**src/rtl/prod_accum.sv**
```systemverilog
// rtl/prod_accum.sv - frame accumulator of signed-sum 6x6 products with sticky overflow
module prod_accum #(
    parameter int ACC_W = 16,
    parameter int LEN_W = 4
) (
    input  logic               clk,
    input  logic               rst_n,
    input  logic               start,
    input  logic [LEN_W-1:0]   len,
    input  logic               in_valid,
    output logic               in_ready,
    input  logic [11:0]        in_data,
    input  logic               in_sub,
    output logic               out_valid,
    input  logic               out_ready,
    output logic [ACC_W-1:0]   out_data,
    output logic               out_ovf,
    output logic               busy
);

    typedef enum logic [1:0] {
        IDLE  = 2'd0,
        ACCUM = 2'd1,
        DONE  = 2'd2
    } state_t;

    localparam logic [LEN_W:0] CNT_ONE = {{LEN_W{1'b0}}, 1'b1};
    localparam logic [LEN_W:0] CNT_MAX = {1'b1, {LEN_W{1'b0}}};

    state_t             state;
    state_t             state_nxt;
    logic [ACC_W-1:0]   acc;
    logic [LEN_W:0]     cnt;
    logic               ovf;
    logic               load;
    logic               beat;
    logic [LEN_W:0]     len_ext;
    logic [ACC_W:0]     acc_ext;
    logic [ACC_W:0]     prod_ext;
    logic [ACC_W:0]     sum;
    logic               sum_ovf;

    assign len_ext  = (len == '0) ? CNT_MAX : {1'b0, len};
    assign acc_ext  = {acc[ACC_W-1], acc};
    assign prod_ext = {{(ACC_W - 11){1'b0}}, in_data};
    assign sum      = in_sub ? (acc_ext - prod_ext) : (acc_ext + prod_ext);
    // One sign-extension bit is enough: the operand is far smaller than the accumulator range.
    assign sum_ovf  = sum[ACC_W] ^ sum[ACC_W-1];

    always_comb begin
        state_nxt = state;
        load      = 1'b0;
        beat      = 1'b0;
        in_ready  = 1'b0;
        out_valid = 1'b0;
        busy      = 1'b0;
        case (state)
            IDLE: begin
                if (start) begin
                    load      = 1'b1;
                    state_nxt = ACCUM;
                end
            end
            ACCUM: begin
                in_ready = 1'b1;
                busy     = 1'b1;
                beat     = in_valid;
                if (in_valid && (cnt == CNT_ONE)) begin
                    state_nxt = DONE;
                end
            end
            DONE: begin
                out_valid = 1'b1;
                busy      = 1'b1;
                if (out_ready) begin
                    state_nxt = IDLE;
                end
            end
            default: begin
                state_nxt = IDLE;
            end
        endcase
    end

    always_ff @(posedge clk or negedge rst_n) begin
        if (!rst_n) begin
            state <= IDLE;
            acc   <= '0;
            cnt   <= '0;
            ovf   <= 1'b0;
        end else begin
            state <= state_nxt;
            if (load) begin
                acc <= '0;
                ovf <= 1'b0;
                cnt <= len_ext;
            end else if (beat) begin
                acc <= sum[ACC_W-1:0];
                ovf <= ovf | sum_ovf;
                cnt <= cnt - CNT_ONE;
            end
        end
    end

    // Result registers double as the accumulator, so they hold through IDLE until the next start.
    assign out_data = acc;
    assign out_ovf  = ovf;

endmodule

```
**config.mk**
```make
export PLATFORM = sky130hd
export DESIGN_NAME = prod_accum
export DESIGN_NICKNAME = d
export VERILOG_FILES = /design/src/rtl/prod_accum.sv
export SDC_FILE = /design/constraint.sdc
export NUM_CORES = 1
export LEC_CHECK = 0
export CAP_MARGIN = 20
export CORE_ASPECT_RATIO = 0.9
export CORE_MARGIN = 2
export CORE_UTILIZATION = 48
export CTS_CLUSTER_DIAMETER = 120
export CTS_CLUSTER_SIZE = 14
export DETAILED_ROUTE_END_ITERATION = 10
export GPL_ROUTABILITY_DRIVEN = 0
export PLACE_DENSITY = 0.77
export SLEW_MARGIN = 30
export SYNTH_ARGS = -nofsm -noshare
export SYNTH_HDL_FRONTEND = slang
export SYNTH_SLANG_ARGS = --single-unit
```
**constraint.sdc**
```tcl
create_clock -name clk -period 2.4 [get_ports clk]
set_input_delay 0.72 -clock clk [delete_from_list [all_inputs] [get_ports clk]]
set_output_delay 0.72 -clock clk [all_outputs]
set_load 0.005 [all_outputs]
```
==> qor.yml, run 1 <==
rows: 23
antenna_left: 0
ctsHoldBuffers: 0
hold_start: "out_ovf"
timing.final.crit_period_ns: 3.36
synth.area.top_cells: "dfrtp_1, ha_1, xnor2_1"
whs_ns: 0.531
final_cell_mix: "buf_4, clkdlybuf4s50_1, nand2_1"
power.static_leakage_nw: 1.70
timing.final.ws_setup_ns: -0.962
yosysWarnings: 0
io_pins: 42
holdPathStages: 2
viasPerCell: 6.05
startpoint_type: "input pin"
slew_viol_final: 0
fin_nets: 429
wl_per_cell_um: 19.5
peakVddDrop_mv: 0.612
synthArstFlopShare_pct: 100
firstDrtPassIters: 5
synth_top_area_share_pct: 26.5
io_buffer_count: 41
status: "finished with violations"
htree_levels: 1
grt_pass1_wl_mm: 12.0
antennaDiodeCount: 0
die_area_sq_um: 5280
finalHoldViolations: 0
critPathLaunch: "in_data[4]"
ys_seq_elements: 24
failed_checks: "negative setup slack"
drv_cap: 0
grt_use_total_pct: 27.5
clock-root-buffer: "clkbuf_8"
dpl.hpwl_mm: 4.76
grt_pass1_vias: 2637
avgSynthCellArea_sq_um: 8.41
die_x_um: 76.4
die_h_um: 69.1
synth-edff-count: 0
synthDistinctLibCells: 51
fin_worst_skew_ns: 0.00815
worstPathRequired_ns: 2.56
clock-sinks: 24
grt_overflow: 0
postRouteWirelength_mm: 8.66
num_vias: 2686
core_sq_um: 4490
rsz0062_at_grt: "yes"
clk_latency_ns: 0.27
cts_tree: "done"
grt_max_degree: 25
path_class: "input pin to flop"
clkTransAtPathRegs_ns: 0.10
final_common_cell: "buf_4"
worstPathArrival_ns: 3.52
cp-end-kind: "flop"
yosysTopAreaCell: "dfrtp_1"
reg2reg_depth: 10
regToRegStartpoint: "out_data[0]"
setup_viol: 12
hold_path.class: "flop to flop"
syn_area_sq_um: 2260
finalCritPeriodShare_pct: 140
tns_ns: -8.79
yosysSeqAreaShare_pct: 26.5
worst_pin_slew_ns: 0.377
synthCells: 269
p_per_area_nw_per_um2: 992
maxSlewHeadroom_pct: 74.8
crit_fanout: 3
drt_iter0_drc: 210
drive_above_1_share_pct: 42.9
max-clock-path-buffers: 2
pre_cts_ws_ns: -1.55
cts_inserted_buffers: 3
grt_antenna_before_repair: 0
syn_to_final_growth_pct: 66.6
start_util_pct: 50.4
syn_nets: 315
route.detailed.drc: 0
ys.flop_type: "dfrtp_1"
timing.fmax_ghz: 0.297
-- final cells by class --
type,instances,area [sq um]
sequential,24,601
timing repair buffer,116,980
multi-input combinational,224,1970
tap,62,77.6
inverter,14,65.1
clock inverter,1,30.0
clock buffer,3,41.3
fill,240,721
-- routing by layer --
metal	global-route usage [%]	vias up	routed length (um)
met5	0	-	0
met4	8.28	0	355
met3	4.32	46	561
met2	47.6	164	4240
met1	35.5	1287	3500
li1	-	1189	-
-- repair_timing --
item                                    4_1_cts  5_1_grt
endpoints found under the setup margin       16       14
resized for setup                            65       40
pin swaps                                    32       38
buffers inserted                              9        6
-- cell usage after synthesis (all sizes together) (4+ instances only) --
cell type	count
nor2	23
dfrtp	24
xnor2	17
nand2	30
a21oi	29
clkbuf	7
inv	14
nand3	8
xor2	4
o21ai	14
nor3	9
a21o	10
ha	23
o21a	4
and3	4
and2	4
nand2b	5
-- through the flow --
step	power (W)	instances	util, %	area (sq um)
3_5_place_dp	0.00279	426	73.5	3300
4_1_cts	0.00337	439	78.9	3540
2_1_floorplan	0.00190	269	-	2380
6_report	0.00374	444	83.9	3770
3_3_place_gp	0.00274	426	73.5	3300
5_1_grt	0.00395	444	83.9	3770
-- worst paths after layout --
| check | to | slack [ns] |
|---|---|---|
| max in group asynchronous | out_data[13] | 1.33 |
| max | out_ovf | -0.96 |
| min in group asynchronous | out_data[7] | 0.80 |
| min reg2reg | out_ovf | 0.53 |
| max reg2reg | out_ovf | -0.12 |
| min | out_ovf | 0.53 |
-- registers in the layout, summed over array words and instances, names as in the netlist --
register  count
out_data     16
cnt           5
state         2
out_ovf       1
-- cells by family (layout without fill, tap and decap cells) --
family | Yosys count | count (layout) | synth area share (%)
AO/OA/AOI/OAI | 79 | 79 | 25.2
buffers and inverters | 21 | 134 | 3.48
flip-flops | 24 | 24 | 26.5
XOR/XNOR | 21 | 21 | 8.46
AND/OR/NAND/NOR | 97 | 97 | 21.2
adder cells (fa/ha/maj) | 24 | 24 | 13.6
multiplexers | 3 | 3 | 1.49
-- where the power goes --
| group | internal [W] | switching [W] |
|---|---|---|
| registers | 0.000560 | 0.000152 |
| clock network | 0.000223 | 0.000152 |
| logic | 0.00135 | 0.00130 |
| total | 0.00214 | 0.00160 |
-- critical path, cell delays in order --
cell and delay, ns:
buf_6 0.09, or3_4 0.41, buf_4 0.17, nor2_4 0.14, nor2_1 0.07, xnor2_1 0.21
ha_1 0.30, buf_4 0.14, buf_4 0.13, o21a_1 0.21, nor2_4 0.16, a2111oi_4 0.06
o211ai_1 0.26, a21oi_1 0.14, o2111ai_2 0.19, o311ai_1 0.11
(Power assumes the default switching activity.)
==> run 2: changes to the inputs <==
GPL_TIMING_DRIVEN = 0   (was not set)
SETUP_SLACK_MARGIN = 0.15   (was not set)
==> run 2 against run 1 <==
The run still ends with negative setup slack left. Utilization shrank 1.9 points. Final area shrank 2.2%. Fmax shrank 0.16%. Sequential power grew 3%. Wire length shrank 4.6%. Sequential cell count is the same. Sequential share of layout area grew 0.36 points. Non-clock buffer count shrank 22. Count of clock-buffer cells in the layout grew 1. Critical path depth shrank 2. Cell count shrank 5.0%. First-iteration DRC count grew 7.6%.
==> qor.yml, run 2 (synthesized netlist as in run 1, its figures left out) <==
dpl.hpwl_mm: 4.33
drt_iter0_drc: 226
antennaDiodeCount: 0
clk_latency_ns: 0.28
dpl_cell_area_sq_um: 2870
timing.final.crit_period_ns: 3.37
route.detailed.drc: 0
drive_above_1_share_pct: 41.7
pre_cts_ws_ns: -1.65
cts_inserted_buffers: 3
clock-root-buffer: "clkbuf_8"
cp_top_family: "simple AND/OR/NAND/NOR gates"
path_cells: "buf_8 > or3_4 > nor4_4 > buf_4 > a21oi_4 > xnor2_2 > ha_4 > buf_6 > nand2_8 > a2111oi_4 > o211ai_1 > and3_4 > o2111ai_2 > o311ai_2"
drv_cap: 0
setup_viol: 12
antenna_left: 0
finalCritPeriodShare_pct: 140
crit_slowest_cell: "or3_4"
final_util_pct: 82.1
largest_reg_flops: 16
core_sq_um: 4490
num_vias: 2591
clock-sinks: 24
clkTransAtPathRegs_ns: 0.09
cts_tree: "done"
viasPerCell: 6.14
postRouteWirelength_mm: 8.26
hold_path.class: "input pin to async pin"
die_x_um: 76.4
final_common_cell: "buf_4"
start_util_pct: 50.4
rows: 23
worst_pin_slew_ns: 0.735
grt_pass1_vias: 2267
fin_nets: 407
slew_viol_final: 0
crit_fanout: 5
max-clock-path-buffers: 2
die_area_sq_um: 5280
grt_overflow: 0
failed_checks: "negative setup slack"
timing.final.ws_setup_ns: -0.967
total_power_w: 0.00362
syn_to_final_growth_pct: 62.9
postLayoutCellArea_sq_um: 3680
timing.fmax_ghz: 0.297
p_per_area_nw_per_um2: 982
rsz0062_at_grt: "yes"
switching_share_pct: 44.6
io_buffer_count: 41
power.static_leakage_nw: 1.56
htree_levels: 1
maxSlewHeadroom_pct: 51.0
wl_per_cell_um: 19.6
path_class: "input pin to flop"
finalHoldViolations: 0
firstDrtPassIters: 6
grt_use_total_pct: 24.8
final_cell_mix: "buf_4, clkdlybuf4s50_1, nand2_1"
path_buf_inv: 3
grt_pass1_wl_mm: 10.7
worstPathRequired_ns: 2.56
status: "finished with violations"
power_frac_seq_pct: 20.2
cp-end-kind: "flop"
fin_worst_skew_ns: 0.00521
peakVddDrop_mv: 0.581
worstPathArrival_ns: 3.53
p_int_w: 0.00200
clock_power_share_pct: 8.1
netSwitchingPower_w: 0.00161
io_pins: 42
startpoint_type: "input pin"
ctsHoldBuffers: 0
grt_antenna_before_repair: 0
critPathMaxStageDelay_ns: 0.42
die_h_um: 69.1
power_frac_comb_pct: 71.7
grt_max_degree: 25
[run 2: final cells by class]
| class | count | area, sq um |
|---|---|---|
| Buffer | 7 | 37.5 |
| Multi-Input combinational cell | 224 | 2060 |
| Tap cell | 62 | 77.6 |
| Inverter | 14 | 72.6 |
| Fill cell | 251 | 805 |
| Sequential cell | 24 | 601 |
| Clock buffer | 4 | 55.1 |
| Timing Repair Buffer | 87 | 786 |
[run 2: final timing paths]
| path | start | end | slack, ns | depth (start not counted) |
|---|---|---|---|---|
| max in group asynchronous | rst_n | cnt[2] | 1.60 | 1 |
| setup / recovery | in_data[2] | out_ovf | -0.97 | 14 |
| min in group clk | out_ovf | out_ovf | 0.52 | 2 |
| setup reg to reg | out_data[0] | out_ovf | -0.29 | 10 |
| hold / removal | rst_n | out_data[7] | 0.42 | 1 |
| hold reg to reg | out_ovf | out_ovf | 0.52 | 2 |
[run 2: per-stage QoR]
stage / setup TNS, ns / instances / hold WS (ns)
after detailed placement: -17.85 / 372 / 0.501
after CTS: -6.42 / 402 / 0.437
final: -8.72 / 422 / 0.416
after floorplan: -5.62 / 269 / 0.424
after global placement: -17.59 / 372 / 0.511
after global routing: -9.61 / 422 / 0.466
[run 2: per-layer routing]
metal / up-vias / track usage (%) / wire [um]
li1: 1151 / - / -
met1: 1262 / 33.4 / 3240
met2: 141 / 42.0 / 4120
met3: 37 / 2.88 / 616
met4: 0 / 7.27 / 282
met5: - / 0 / 0
[run 2: power by group through the flow]
stage,logic [W],registers (W),clock network (W)
finish,0.00260,0.000731,0.000292
global route,0.00277,0.000755,0.000310
CTS,0.00204,0.000708,0.000295
global placement,0.00173,0.000705,0
floorplan,0.00122,0.000687,0
detailed placement,0.00177,0.000708,0
[run 2: repair_timing]
item	in CTS	in global routing
gates resized for setup	79	61
setup endpoints to repair	17	16
buffers inserted	26	20
hold endpoints to repair	0	0
pin swaps	36	40
[run 2: worst reg2reg max path: stages, from the launching register on]
cell and delay, ns:
dfrtp_1 0.37, inv_1 0.05, ha_1 0.23, fa_2 0.37
nand2b_4 0.16, a21o_1 0.23, a2111oi_4 0.41, o211ai_1 0.19
and3_4 0.23, o2111ai_2 0.20, o311ai_2 0.12
==> run 3: changes to the inputs <==
CORE_UTILIZATION = 45   (was 48)
PLACE_DENSITY = 0.73   (was 0.77)
==> run 3 against run 2 <==
The run still ends with negative setup slack left. Utilization shrank 7.2 points. Power decreased by 3.2%. Sequential share of layout area up 0.30 points. Count of clock-buffer cells in the layout is 1 lower. Largest power group unchanged. Register-to-register slack lost 0.02 ns. Final area fell by 1.8%.
==> qor.yml, run 3 (synthesized netlist as in run 1, its figures left out) <==
crit_path_end: "out_ovf"
maxSlewHeadroom_pct: 55.1
slew_viol_final: 0
firstDrtPassIters: 4
grt_pass1_wl_mm: 11.4
final_cell_mix: "buf_4, clkdlybuf4s50_1, nand2_1"
cts_tree: "done"
worst_pin_slew_ns: 0.674
worstPathArrival_ns: 3.53
antennaDiodeCount: 0
timing.final.ws_setup_ns: -0.978
timing.fmax_ghz: 0.296
die_x_um: 78.7
drt_iter0_drc: 144
drive_above_1_share_pct: 40.0
clock-root-buffer: "clkbuf_8"
wl_per_cell_um: 17.9
htree_levels: 1
grt_pass1_vias: 2382
status: "finished with violations"
dpl.hpwl_mm: 4.37
total_power_w: 0.00350
finalCritPeriodShare_pct: 141
fin_worst_skew_ns: 0.0118
r2r_end: "out_ovf"
io_pins: 42
grt_use_total_pct: 25.8
die_area_sq_um: 5610
postRouteWirelength_mm: 7.44
hold_path.class: "input pin to async pin"
worstPathRequired_ns: 2.55
reg2reg_depth: 10
regToRegStartpoint: "out_data[0]"
cp-end-kind: "flop"
grt_max_degree: 25
power.static_leakage_nw: 1.54
startpoint_type: "input pin"
core_sq_um: 4830
antenna_left: 0
rsz0062_at_grt: "yes"
clock-sinks: 24
final_common_cell: "buf_4"
die_h_um: 71.3
fillers: 329
failed_checks: "negative setup slack"
route.detailed.drc: 0
clk_latency_ns: 0.28
start_util_pct: 46.8
r2r_slack_ns: -0.31
cts_inserted_buffers: 3
setup_viol: 12
p_per_area_nw_per_um2: 968
num_vias: 2428
path_class: "input pin to flop"
viasPerCell: 5.85
peakVddDrop_mv: 0.558
max-clock-path-buffers: 2
timing.final.crit_period_ns: 3.38
drv_cap: 0
whs_ns: 0.439
io_buffer_count: 41
critPathLaunch: "in_data[2]"
fin_nets: 397
crit_fanout: 7
syn_to_final_growth_pct: 60.0
largest_reg_flops: 16
grt_antenna_before_repair: 0
finalHoldViolations: 0
rows: 24
clkTransAtPathRegs_ns: 0.10
grt_overflow: 0
[run 3: repair_timing]
item	4_1_cts	5_1_grt
buffers inserted	26	10
endpoints found under the hold margin	0	0
hold buffers	0	0
setup endpoints to repair	17	17
pin swaps	46	49
resized for setup	82	54
[run 3: through the flow]
stage                     setup slack, ns  util, %  instance area [sq um]  instances  TNS [ns]
after floorplan                    -0.818        -                   2380        269     -5.62
after global placement              -1.64     59.5                   2880        375    -17.99
after detailed placement            -1.66     59.4                   2870        375    -18.06
after CTS                          -0.851     67.9                   3280        405     -6.84
after global routing                -1.03     74.8                   3620        415     -8.79
final                              -0.978     74.8                   3620        415     -7.57
[run 3: critical path, stage by stage]
cell       delay [ns]
buf_8            0.10
or3_4            0.41
nor4_4           0.29
buf_4            0.18
a21oi_2          0.07
xnor2_2          0.16
ha_4             0.25
a211oi_4         0.31
a2111oi_4        0.13
o211ai_1         0.35
a21oi_2          0.15
o2111ai_2        0.27
o311ai_4         0.13
[run 3: per-layer routing]
metal	GRT usage [%]	wire [um]	vias up
met5	0	0	-
met4	9.16	269	0
met3	4.66	451	28
met2	44.6	3550	99
met1	32.6	3170	1168
li1	-	-	1133
[run 3: final cells by class]
type	instances	area [sq um]	share of cell area, %
buffer	7	37.5	1.04
sequential	24	601	16.6
tap	65	81.3	2.25
clock inverter	1	30.0	0.830
multi-input combinational	224	2040	56.5
timing repair buffer	77	713	19.7
clock buffer	3	41.3	1.14
inverter	14	70.1	1.94
[run 3: worst min path at each step]
stage	endpoint	slack [ns]	depth (start not counted)
2_1_floorplan	cnt[0]	0.42	0
3_3_place_gp	out_ovf	0.49	2
3_5_place_dp	out_ovf	0.50	2
4_1_cts	out_data[3]	0.45	1
5_1_grt	out_data[3]	0.47	1
6_report	out_data[3]	0.44	1
[run 3: report_power, final]
part           total (W)  internal, W  switching [W]
logic            0.00240      0.00122        0.00118
registers       0.000728     0.000560       0.000168
clock network   0.000375     0.000223       0.000152
